===== config.mk =====
export PLATFORM = sky130hd
export DESIGN_NAME = pcm_sample_fifo_flat
export DESIGN_NICKNAME = d
export VERILOG_FILES = /design/src/rtl/pcm_sample_fifo_if.sv /design/src/rtl/pcm_sample_fifo.sv /design/src/flat_wrapper.sv
export SDC_FILE = /design/constraint.sdc
export NUM_CORES = 1
export LEC_CHECK = 0
export CAP_MARGIN = 5
export CORE_MARGIN = 3
export CORE_UTILIZATION = 40
export DETAILED_ROUTE_END_ITERATION = 8
export MAX_ROUTING_LAYER = met4
export SYNTH_ARGS = -nofsm -noshare
export SYNTH_HDL_FRONTEND = slang
export SYNTH_SLANG_ARGS = --single-unit

===== constraint.sdc =====
create_clock -name clk -period 2.85 [get_ports clk]
set_clock_uncertainty 0.05 [all_clocks]
set_input_delay 0.57 -clock clk [delete_from_list [all_inputs] [get_ports clk]]
set_output_delay 0.57 -clock clk [all_outputs]
set_load 0.02 [all_outputs]

===== src/rtl/pcm_sample_fifo_if.sv =====
// rtl/pcm_sample_fifo_if.sv - sample push handshake between bus side and the DAC buffer
interface pcm_sample_fifo_if #(
  parameter int BITDEPTH = 12
);
  logic [BITDEPTH-1:0] in_data;
  logic                in_valid;
  logic                in_ready;

  modport master (output in_data, output in_valid, input in_ready);
  modport slave  (input in_data, input in_valid, output in_ready);
endinterface


===== src/rtl/pcm_sample_fifo.sv =====
// rtl/pcm_sample_fifo.sv - circular PCM sample buffer releasing one sample per sample_clock rising edge
module pcm_sample_fifo #(
  parameter int BITDEPTH   = 12,
  parameter int DEPTH_LOG2 = 6,
  parameter int LOW_WATER  = 16
) (
  input  logic                  clk,
  input  logic                  rst,
  input  logic                  sample_clock,
  input  logic                  flush,
  input  logic                  clr_underrun,
  pcm_sample_fifo_if.slave      in_if,
  output logic [BITDEPTH-1:0]   pcm,
  output logic [DEPTH_LOG2:0]   level,
  output logic                  low_water,
  output logic                  underrun
);

  localparam int LVL_W = DEPTH_LOG2 + 1;
  localparam int DEPTH = 2 ** DEPTH_LOG2;
  localparam logic [LVL_W-1:0]    DEPTH_L     = LVL_W'(DEPTH);
  localparam logic [LVL_W-1:0]    LOW_WATER_L = LVL_W'(LOW_WATER);
  localparam logic [BITDEPTH-1:0] MIDSCALE    = {1'b1, {(BITDEPTH-1){1'b0}}};

  logic [BITDEPTH-1:0]   mem [DEPTH];

  logic [DEPTH_LOG2-1:0] wr_ptr_q, wr_ptr_d;
  logic [DEPTH_LOG2-1:0] rd_ptr_q, rd_ptr_d;
  logic [LVL_W-1:0]      level_q, level_d;
  logic [BITDEPTH-1:0]   pcm_q, pcm_d;
  logic                  underrun_q, underrun_d;
  logic                  low_water_q, low_water_d;
  logic                  sc_prev_q;

  logic tick, empty, full, ready_w, push, pop;

  assign tick    = sample_clock & ~sc_prev_q;
  assign empty   = (level_q == '0);
  assign full    = (level_q == DEPTH_L);
  // Ready depends only on current level, so a full FIFO refuses a push even while popping.
  assign ready_w = rst & ~flush & ~full;
  assign push    = in_if.in_valid & ready_w;
  assign pop     = tick & ~empty;

  assign in_if.in_ready = ready_w;
  assign pcm       = pcm_q;
  assign level     = level_q;
  assign low_water = low_water_q;
  assign underrun  = underrun_q;

  always_comb begin
    wr_ptr_d   = wr_ptr_q;
    rd_ptr_d   = rd_ptr_q;
    level_d    = level_q;
    pcm_d      = pcm_q;
    underrun_d = underrun_q;
    if (flush) begin
      wr_ptr_d   = '0;
      rd_ptr_d   = '0;
      level_d    = '0;
      pcm_d      = MIDSCALE;
      underrun_d = underrun_q & ~clr_underrun;
    end else begin
      if (push) wr_ptr_d = wr_ptr_q + DEPTH_LOG2'(1);
      if (pop) begin
        rd_ptr_d = rd_ptr_q + DEPTH_LOG2'(1);
        pcm_d    = mem[rd_ptr_q];
      end
      level_d = level_q + LVL_W'(push) - LVL_W'(pop);
      // An empty tick holds pcm (no click) and a same-cycle clear loses to it.
      if (tick && empty)     underrun_d = 1'b1;
      else if (clr_underrun) underrun_d = 1'b0;
    end
    low_water_d = (level_d < LOW_WATER_L);
  end

  always_ff @(posedge clk) begin
    if (!rst) begin
      wr_ptr_q    <= '0;
      rd_ptr_q    <= '0;
      level_q     <= '0;
      pcm_q       <= MIDSCALE;
      underrun_q  <= 1'b0;
      low_water_q <= 1'b1;
      sc_prev_q   <= 1'b1;
    end else begin
      wr_ptr_q    <= wr_ptr_d;
      rd_ptr_q    <= rd_ptr_d;
      level_q     <= level_d;
      pcm_q       <= pcm_d;
      underrun_q  <= underrun_d;
      low_water_q <= low_water_d;
      sc_prev_q   <= sample_clock;
    end
  end

  always_ff @(posedge clk) begin
    if (push) mem[wr_ptr_q] <= in_if.in_data;
  end

endmodule

===== src/flat_wrapper.sv =====
// flat-port wrapper written by rule: the top's interface ports become plain ports
module pcm_sample_fifo_flat 
#(
  parameter int BITDEPTH   = 12,
  parameter int DEPTH_LOG2 = 6,
  parameter int LOW_WATER  = 16
)
  (clk, rst, sample_clock, flush, clr_underrun, pcm, level, low_water, underrun, in_if_in_data, in_if_in_valid, in_if_in_ready);
  pcm_sample_fifo_if #(.BITDEPTH(BITDEPTH)) in_if_i ();
  input  logic clk;
  input  logic rst;
  input  logic sample_clock;
  input  logic flush;
  input  logic clr_underrun;
  output logic [BITDEPTH-1:0] pcm;
  output logic [DEPTH_LOG2:0] level;
  output logic low_water;
  output logic underrun;
  input wire logic [$bits(in_if_i.in_data)-1:0] in_if_in_data;
  input wire logic [$bits(in_if_i.in_valid)-1:0] in_if_in_valid;
  output wire logic [$bits(in_if_i.in_ready)-1:0] in_if_in_ready;
  assign in_if_i.in_data = in_if_in_data;
  assign in_if_i.in_valid = in_if_in_valid;
  assign in_if_in_ready = in_if_i.in_ready;
  pcm_sample_fifo #(.BITDEPTH(BITDEPTH), .DEPTH_LOG2(DEPTH_LOG2), .LOW_WATER(LOW_WATER)) u_core (.clk(clk), .rst(rst), .sample_clock(sample_clock), .flush(flush), .clr_underrun(clr_underrun), .in_if(in_if_i), .pcm(pcm), .level(level), .low_water(low_water), .underrun(underrun));
endmodule

==> results.yml, run 1 <==
cts:
  numCtsBuffers: 82
  clock-root-buffer: "clkbuf_16"
  clock_latency_ps: 620
  clockBufferDepth: 3
  cts_tree: "built"
  clkTransAtPathRegs_ps: 60
  clock_sinks: 802
  cts.htree.levels: 3
final_layout:
  drive_gt1_share_pct: 29.4
  multi_input_area_um2: 7040
  fillerInstances: 6303
  final_nets: 1839
  fin_cells: 2907
  seq_area_um2: 23800
  syn_to_final_growth_pct: 20.0
  final_common_cell: "edfxtp_1"
  layout_common_cells: "edfxtp_1, buf_4, mux4_2, mux2i_1, clkbuf_16"
  stdcell_area_um2: 37400
timing:
  setup_tns_ps: 0
  fin_crit_sh_pct: 95.9
  max_freq_mhz: 366
  rsz0062_at_grt: "yes"
  min_period_ps: 2730
  hold_viol: 0
  worst_pin_slew_ps: 1010
  slew-limit-headroom_pct: 32.4
  final-setup-viol-count: 0
  report.final.slew_viol_count: 0
  hold_slack_ps: 386
grt:
  grt_pass1_wl_um: 110000
  grt_max_degree: 76
  grt.total_usage_pct: 19.0
  first_global_vias: 16200
  overflow: 0
  antenna_found_initial: 0
power_and_ir_drop:
  powerDensity_nw_per_um2: 664
  comb_power_share_pct: 4.7
  p_sw_share_pct: 20.7
  ir_worst_vdd_uv: 424
  p_int_uw: 19700
  p_leak_uw: 0.0115
  p_sw_uw: 5130
  p_clk_share_pct: 42.9
  p_total_uw: 24800
  seqPwrFrac_pct: 52.3
yosys:
  synthCells: 1557
  avgSynthCellArea_um2: 20.0
  synth_seq_cells: 802
  syn-cell-area_um2: 31100
  syn-num-nets: 1587
  synth_edf_count: 768
  synth_cell_types: 48
  ys_warn_count: 0
  synth-async-reset-ratio_pct: 0
  ys.flop_type: "edfxtp_1"
  seq_area_frac_synth_pct: 76.2
setup_path:
  critPathRequiredTime_ps: 3300
  path_cells: "inv_4 > ha_4 > nand4b_1 > nand3b_1 > inv_2 > ha_4 > inv_4 > ha_4 > inv_2 > fa_2 > nand2b_4 > a21oi_4 > o21ai_2 > a21oi_2 > nor2_1 > xnor2_1 > a211oi_2"
  path_max_fanout: 2
  startpoint_type: "flip-flop"
  critPathMostFrequentCell: "ha_4"
  worst_path_largest_cell_delay_ps: 350
  crit_type: "flip-flop to flip-flop"
  worstPathArrival_ps: 3180
  rr_worst_depth: 17
  cp_slowest_cell: "dfxtp_4"
  endpoint_kind: "flip-flop"
detailed_routing:
  dr.first_iter.drc_count: 1656
  ant_nets: 0
  wl_per_cell_um: 25.7
  drcViolationCount: 0
  dr.pass1.iters: 5
  routed_wl_um: 74800
  via_per_inst: 5.46
  vias: 15900
placed_design:
  io_buffers: 39
  gp_congestion: 0.853
  dp_hpwl_um: 46800
  dpl_cell_area_um2: 34600
  placedCellCount: 2750
hold_path:
  hold_class: "input port to flip-flop"
  hold_path_depth: 2
outcome:
  outcome: "complete, no violations"
floorplanning:
  die-height_um: 285
  core_area_um2: 76600
  die_x_um: 285
  die-area_um2: 81200
  rows: 101
  initial_core_util_pct: 40.7
  pin_count: 40
flow_run:
  max_cap_viol_count: 0
-- per-layer routing --
| layer | vias up | routed length (µm) | track usage (%) |
|---|---|---|---|
| li1 | 6888 | - | - |
| met1 | 8315 | 32300 | 26.1 |
| met2 | 552 | 36400 | 29.8 |
| met3 | 112 | 4500 | 2.97 |
| met4 | 0 | 1650 | 5.45 |
| met5 | - | 0 | - |
-- power by group through the flow --
stage | Sequential [µW] | Clock (µW) | Combinational, µW
2_1_floorplan | 13300 | 0 | 525
3_3_place_gp | 13200 | 0 | 1090
3_5_place_dp | 13200 | 0 | 1110
4_1_cts | 13000 | 10900 | 1140
5_1_grt | 13000 | 11400 | 1270
6_report | 13000 | 10600 | 1180
-- cell families (layout without fill, tap and decap cells) --
logic type	count (synthesis)	after routing	synth area share, %
and+or+nand+nor	207	207	3.02
adders and majority gates	12	12	0.506
buffers and inverters	100	419	1.53
other	0	1	0
xor gates and xnor gates	13	13	0.366
muxes	288	288	15.6
AOI/OAI and AO/OA	135	135	2.76
DFF	802	802	76.2
-- stage by stage --
stage	utilization (%)	setup WS, ps
2_1_floorplan	-	-21.9
4_1_cts	48.6	5.38
3_3_place_gp	45.1	-310
6_report	48.8	118
5_1_grt	48.8	-13.8
3_5_place_dp	45.1	-389
-- repair_timing --
| item | 4_1_cts | 5_1_grt |
|---|---|---|
| pin swaps | 10 | 8 |
| hold endpoints to repair | 0 | 0 |
| hold buffers | 0 | 0 |
| setup buffers | 1 | 4 |
| gates resized for setup | 8 | 10 |
| endpoints found under the setup margin | 3 | 4 |
-- sequential cells by signal, summed over array words and instances, names as in the netlist --
| name | cells |
|---|---|
| u_core.level | 7 |
| u_core.low_water | 1 |
| u_core.mem | 768 |
| u_core.pcm | 12 |
| u_core.rd_ptr_q | 6 |
| u_core.sc_prev_q | 1 |
| u_core.underrun | 1 |
| u_core.wr_ptr_q | 6 |
-- cell usage after synthesis (5+ instances only) --
cell type | number | area share (%)
nand2_1 | 46 | 0.55
ha_1 | 11 | 0.44
inv_1 | 12 | 0.14
o221ai_1 | 11 | 0.31
o21ai_0 | 38 | 0.61
o22ai_1 | 24 | 0.48
buf_4 | 14 | 0.34
buf_2 | 24 | 0.39
dfxtp_1 | 34 | 2.2
nor2_1 | 81 | 0.98
xnor2_1 | 6 | 0.17
xor2_1 | 7 | 0.20
a21oi_1 | 19 | 0.31
mux2_2 | 12 | 0.43
nand3b_1 | 5 | 0.12
nand4_1 | 5 | 0.10
nor2b_1 | 7 | 0.14
clkbuf_1 | 33 | 0.40
edfxtp_1 | 768 | 74
a22oi_1 | 10 | 0.24
a211oi_1 | 24 | 0.58
mux4_2 | 156 | 11
mux2i_1 | 120 | 3.9
buf_1 | 13 | 0.16
nand3_1 | 40 | 0.64
-- final cells by class --
type,instances,area share [%]
Antenna cell,1,0.00670
Clock buffer,102,5.86
Clock inverter,49,1.28
Inverter,13,0.151
Multi-Input combinational cell,655,18.8
Sequential cell,802,63.6
Tap cell,1030,3.45
Timing Repair Buffer,255,6.77
-- critical path: cells and delay by family, from the launching register on --
family / cells / cell delay (ps)
buffers and inverters: 4 / 210
AND/OR/NAND/NOR: 4 / 500
flip-flops: 1 / 350
AO/OA/AOI/OAI: 4 / 450
XOR/XNOR: 1 / 230
adder cells (fa/ha/maj): 4 / 810
-- path summary, 6_finish.rpt --
check | slack [ps] | end | start
max | 120 | u_core.low_water | u_core.level[3]
min | 390 | u_core.mem[26][7] | in_if_in_data[7]
max reg2reg | 120 | u_core.low_water | u_core.level[3]
min reg2reg | 490 | u_core.pcm[7] | u_core.pcm[7]
Power figures use the tool's default switching activity.
==> inputs of run 2 (changes only) <==
- clock period: 2.85 -> 2.43 ns (I/O delays scaled with it)
==> run 2 against run 1 <==
Net effect:
- the run now ends with setup timing left
- global-route usage increased by 0.59 points
- power rose by 17%
- flip-flop and latch count stayed put
- first-iteration DRC count decreased by 8.4%
- register-to-register slack worse by 410 ps
- sequential share of layout area shrank 1.9 points
- count of clock-buffer cells in the layout down 6
- utilization is 1.5 points higher
- wire length rose by 3.2%
- cell area is 3.1% higher
- combinational power rose by 31%
- via count is 2.0% higher
- critical path type unchanged
==> results.yml, run 2 (synthesized netlist as in run 1, its figures left out) <==
setup_path:
  cp_slowest_cell: "dfxtp_4"
  r2r-end: "u_core.level[6]"
  critPathMostFrequentCell: "ha_4"
  path_max_fanout: 2
  crit_buf_inv: 4
  crit_start: "u_core.level[5]"
  endpoint_kind: "flip-flop"
  path_cells: "inv_4 > ha_4 > nand4b_1 > nand3b_1 > inv_2 > ha_4 > inv_4 > ha_4 > inv_2 > fa_2 > nand2b_4 > a21oi_2 > o21ai_1 > a21oi_1 > nor2_1 > xnor2_1 > and2_1"
  critPathTopFamily: "adder cells"
  worst_path_largest_cell_delay_ps: 350
  worstPathArrival_ps: 3170
  rr_worst_depth: 17
  crit_type: "flip-flop to flip-flop"
  crit_path_end: "u_core.level[6]"
  critPathRequiredTime_ps: 2880
  cp.depth: 17
  r2r_setup_slack_ps: -290
  r2r-start: "u_core.level[5]"
  startpoint_type: "flip-flop"
detailed_routing:
  wl_per_cell_um: 26.2
  vias: 16200
  drcViolationCount: 0
  dr.pass1.iters: 5
  dr.first_iter.drc_count: 1517
  via_per_inst: 5.48
  routed_wl_um: 77200
  ant_nets: 0
final_layout:
  layout_common_cells: "edfxtp_1, buf_4, mux4_2, mux2i_1, clkbuf_16"
  stdcell_area_um2: 38500
  final_nets: 1888
  regMostFlops: "u_core.mem"
  final_common_cell: "edfxtp_1"
  fin_cells: 2952
  syn_to_final_growth_pct: 23.7
  largest_register_ffs: 768
  drive_gt1_share_pct: 34.6
cts:
  cts.htree.levels: 3
  clock-root-buffer: "clkbuf_16"
  cts_tree: "built"
  cts_hold_buf: 0
  numCtsBuffers: 80
  clkTransAtPathRegs_ps: 60
  clock_sinks: 802
  clock_latency_ps: 630
  clockBufferDepth: 3
floorplanning:
  die-area_um2: 81200
  core_area_um2: 76600
  die-height_um: 285
  pin_count: 40
  initial_core_util_pct: 40.7
  die_x_um: 285
  rows: 101
power_and_ir_drop:
  powerDensity_nw_per_um2: 755
  comb_power_share_pct: 5.3
  p_sw_share_pct: 20.4
  p_sw_uw: 5920
  p_leak_uw: 0.0119
  p_int_uw: 23200
  ir_worst_vdd_uv: 548
  p_clk_share_pct: 42.4
  seqPwrFrac_pct: 52.3
grt:
  grt.total_usage_pct: 19.6
  first_global_vias: 16500
  antenna_found_initial: 2
  grt_pass1_wl_um: 113000
  overflow: 0
  grt_max_degree: 65
hold_path:
  hold_class: "input port to flip-flop"
timing:
  min_period_ps: 2720
  rsz0062_at_grt: "yes"
  fin_ws_ps: -288
  report.final.slew_viol_count: 0
  worst_pin_slew_ps: 1020
  final-setup-viol-count: 253
  max_freq_mhz: 368
  fin_crit_sh_pct: 112
  slew-limit-headroom_pct: 31.5
  hold_viol: 0
placed_design:
  dp_hpwl_um: 49100
  placedCellCount: 2789
  gp_congestion: 0.876
  io_buffers: 39
  dpl_worst_slack_ps: -696
  dpl_cell_area_um2: 35300
outcome:
  outcome: "complete, but fails checks"
  violations: "setup timing"
flow_run:
  max_cap_viol_count: 0
-- run 2: how the worst min path moves through the flow --
stage	start	endpoint	slack, ps	cells after the start
floorplan	u_core.wr_ptr_q[1]	u_core.wr_ptr_q[1]	480	2
global placement	u_core.pcm[11]	u_core.pcm[11]	410	1
detailed placement	u_core.pcm[11]	u_core.pcm[11]	430	1
CTS	in_if_in_data[2]	u_core.mem[13][2]	260	1
global route	in_if_in_data[2]	u_core.mem[10][2]	280	1
finish	in_if_in_data[8]	u_core.mem[21][8]	300	1
-- run 2: cell type report --
class,instances,area [µm²]
diodes,1,2.50
clock buffers,96,2100
clock inverters,49,509
fillers,6208,38100
inverters,13,61.3
multi-input cells,655,7410
flip-flops and latches,802,23800
well taps,1030,1290
repair buffers,306,3370
-- run 2: power groups by stage --
stage	Sequential, µW	Combinational (µW)	Clock [µW]
2_1_floorplan	15600	642	0
5_1_grt	15200	1670	13100
3_3_place_gp	15500	1400	0
3_5_place_dp	15500	1430	0
6_report	15200	1550	12300
4_1_cts	15200	1490	12600
-- run 2: layer usage --
layer	track usage (%)	vias up	wire (µm)
met1	26.5	8467	32500
met3	4.84	119	6150
met2	29.6	627	36200
met4	6.40	0	2330
li1	-	6975	-
met5	-	-	0
-- run 2: worst reg2reg max path, delay by kind of cell (launching register included) --
family / cells / cell delay, ps
simple gates: 5 / 660
xor+xnor: 1 / 140
buf+inv: 4 / 220
fa+ha+maj: 4 / 830
flops: 1 / 350
compound gates: 3 / 360
-- run 2: through the flow --
step	TNS (ps)	utilization [%]	power, µW	hold WS [ps]
2_1_floorplan	-135370	-	16200	479
3_3_place_gp	-282130	46.1	16900	408
3_5_place_dp	-305550	46.1	16900	428
4_1_cts	-4030	50.0	29300	264
5_1_grt	-43550	50.3	30000	283
6_report	-7160	50.3	29100	300
-- run 2: repair_timing --
| item | 4_1_cts | 5_1_grt |
|---|---|---|
| cloned | 4 | 1 |
| endpoints found under the setup margin | 380 | 482 |
| pin swaps | 3 | 5 |
| setup buffers | 6 | 6 |
| resized for setup | 76 | 47 |
==> inputs of run 3 (changes only) <==
- DONT_BUFFER_PORTS: not set -> 1
==> run 3 against run 2 <==
Net effect:
- the flow still finishes with violations (setup timing)
- global-route usage decreased by 0.34 points
- combinational power increased by 14%
- clock power increased by 9%
==> results.yml, run 3 (synthesized netlist as in run 1, its figures left out) <==
setup_path:
  worst_path_largest_cell_delay_ps: 350
  critPathTopFamily: "adder cells"
  worstPathArrival_ps: 3250
  r2r_setup_slack_ps: -370
  r2r-start: "u_core.level[4]"
  endpoint_kind: "flip-flop"
  path_cells: "inv_4 > ha_4 > nand4b_1 > nand3b_1 > inv_2 > ha_4 > inv_2 > ha_4 > inv_2 > fa_2 > nand2b_4 > a21oi_4 > o21ai_2 > a21oi_1 > nor2_1 > xnor2_1 > a211oi_2"
  startpoint_type: "flip-flop"
  crit_type: "flip-flop to flip-flop"
  rr_worst_depth: 17
  critPathRequiredTime_ps: 2890
  path_max_fanout: 2
  r2r-end: "u_core.low_water"
  crit_buf_inv: 4
  cp_slowest_cell: "dfxtp_4"
  cp.depth: 17
detailed_routing:
  ant_nets: 0
  drcViolationCount: 0
  routed_wl_um: 76500
  wl_met1_um: 33900
  met3_length_um: 5120
  via_per_inst: 5.43
  wl_per_cell_um: 25.8
  dr.first_iter.drc_count: 1543
  wl_met2_um: 36000
  top_layer_used: "met4"
  dr.pass1.iters: 5
  vias: 16100
final_layout:
  n_antenna_cell: 0
  syn_to_final_growth_pct: 26.9
  largest_register_ffs: 768
  final_common_cell: "edfxtp_1"
  regMostFlops: "u_core.mem"
  drive_gt1_share_pct: 37.5
  final_nets: 1901
  layout_common_cells: "edfxtp_1, mux4_2, buf_4, mux2i_1, clkbuf_16"
cts:
  clock_latency_ps: 640
  cts_tree: "built"
  clock_sinks: 802
  numCtsBuffers: 84
  cts.htree.levels: 3
  clock-root-buffer: "clkbuf_16"
  clockBufferDepth: 3
  clkTransAtPathRegs_ps: 50
power_and_ir_drop:
  ir_worst_vdd_uv: 583
  p_total_uw: 30400
  powerDensity_nw_per_um2: 769
  p_leak_uw: 0.0124
grt:
  first_global_vias: 16500
  grt.total_usage_pct: 19.3
  antenna_found_initial: 0
  grt_pass1_wl_um: 112000
  overflow: 0
  grt_max_degree: 65
flow_run:
  max_cap_viol_count: 0
outcome:
  outcome: "complete, but fails checks"
  violations: "setup timing"
floorplanning:
  die-height_um: 285
  initial_core_util_pct: 40.7
  core_area_um2: 76600
  die-area_um2: 81200
  die_x_um: 285
  pin_count: 40
  rows: 101
hold_path:
  hold_class: "input port to flip-flop"
  hold_path_depth: 2
  min_from: "clr_underrun"
  hold_end: "u_core.underrun"
timing:
  slew-limit-headroom_pct: 45.1
  max_freq_mhz: 358
  hold_viol: 0
  final-setup-viol-count: 742
  min_period_ps: 2800
  worst_pin_slew_ps: 824
  fin_ws_ps: -366
  rsz0062_at_grt: "yes"
  fin_crit_sh_pct: 115
  hold_slack_ps: 33.2
  report.final.slew_viol_count: 0
placed_design:
  io_buffers: 0
  gp_congestion: 0.900
  dp_hpwl_um: 44600
run 3: area by class of cell:
class	instances	area [µm²]
Multi-Input combinational cell	655	7530
Clock buffer	95	2230
Sequential cell	802	23800
Timing Repair Buffer	315	3960
Clock inverter	61	692
Tap cell	1030	1290
Fill cell	6148	37100
Inverter	13	58.8
run 3: per-layer routing:
layer | vias up | global-route usage, %
met2 | 438 | 29.3
met5 | - | -
met4 | 0 | 4.70
met3 | 109 | 4.11
li1 | 7027 | -
met1 | 8551 | 26.9
run 3: power by group:
| part | internal [µW] | switching, µW | leakage (µW) | total, µW |
|---|---|---|---|---|
| combinational | 894 | 864 | 0.00375 | 1760 |
| sequential | 15200 | 53.6 | 0.00718 | 15200 |
| clock | 7940 | 5470 | 0.00142 | 13400 |
run 3: stage by stage:
step                      std cells  setup TNS [ps]  area (µm²)  utilization (%)  worst slack, ps
after floorplan                1557         -135370       31400                -             -322
final                          2971          -73000       39500             51.6             -366
after CTS                      2954          -31880       39200             51.2             -241
after global routing           2971         -130840       39500             51.6             -525
after global placement         2719           -6250       34700             45.3             -231
after detailed placement       2719          -28770       34700             45.3             -255
run 3: repair_timing:
item,in CTS,in global routing
setup endpoints to repair,406,764
endpoints found under the hold margin,770,0
gates cloned,21,6
gates resized for setup,146,69
pin swaps,25,29
hold buffers,15,0
buffers inserted,46,26
run 3: worst reg2reg max path: stages (launching register included):
cell      delay (ps)
dfxtp_4          350
inv_4             60
ha_4             140
nand4b_1         160
nand3b_1         190
inv_2             70
ha_4             210
inv_2             60
ha_4             120
inv_2             40
fa_2             350
nand2b_4         160
a21oi_4          160
o21ai_2           70
a21oi_1          140
nor2_1            60
xnor2_1          220
a211oi_2         100
run 3: how the worst max path moves through the flow:
stage | from | to | slack (ps)
after detailed placement | u_core.level[5] | u_core.level[6] | -260
after CTS | u_core.level[3] | u_core.low_water | -240
after global routing | u_core.level[4] | u_core.low_water | -530
final | u_core.level[4] | u_core.low_water | -370
after global placement | u_core.level[5] | u_core.low_water | -230
after floorplan | flush | u_core.level[6] | -320
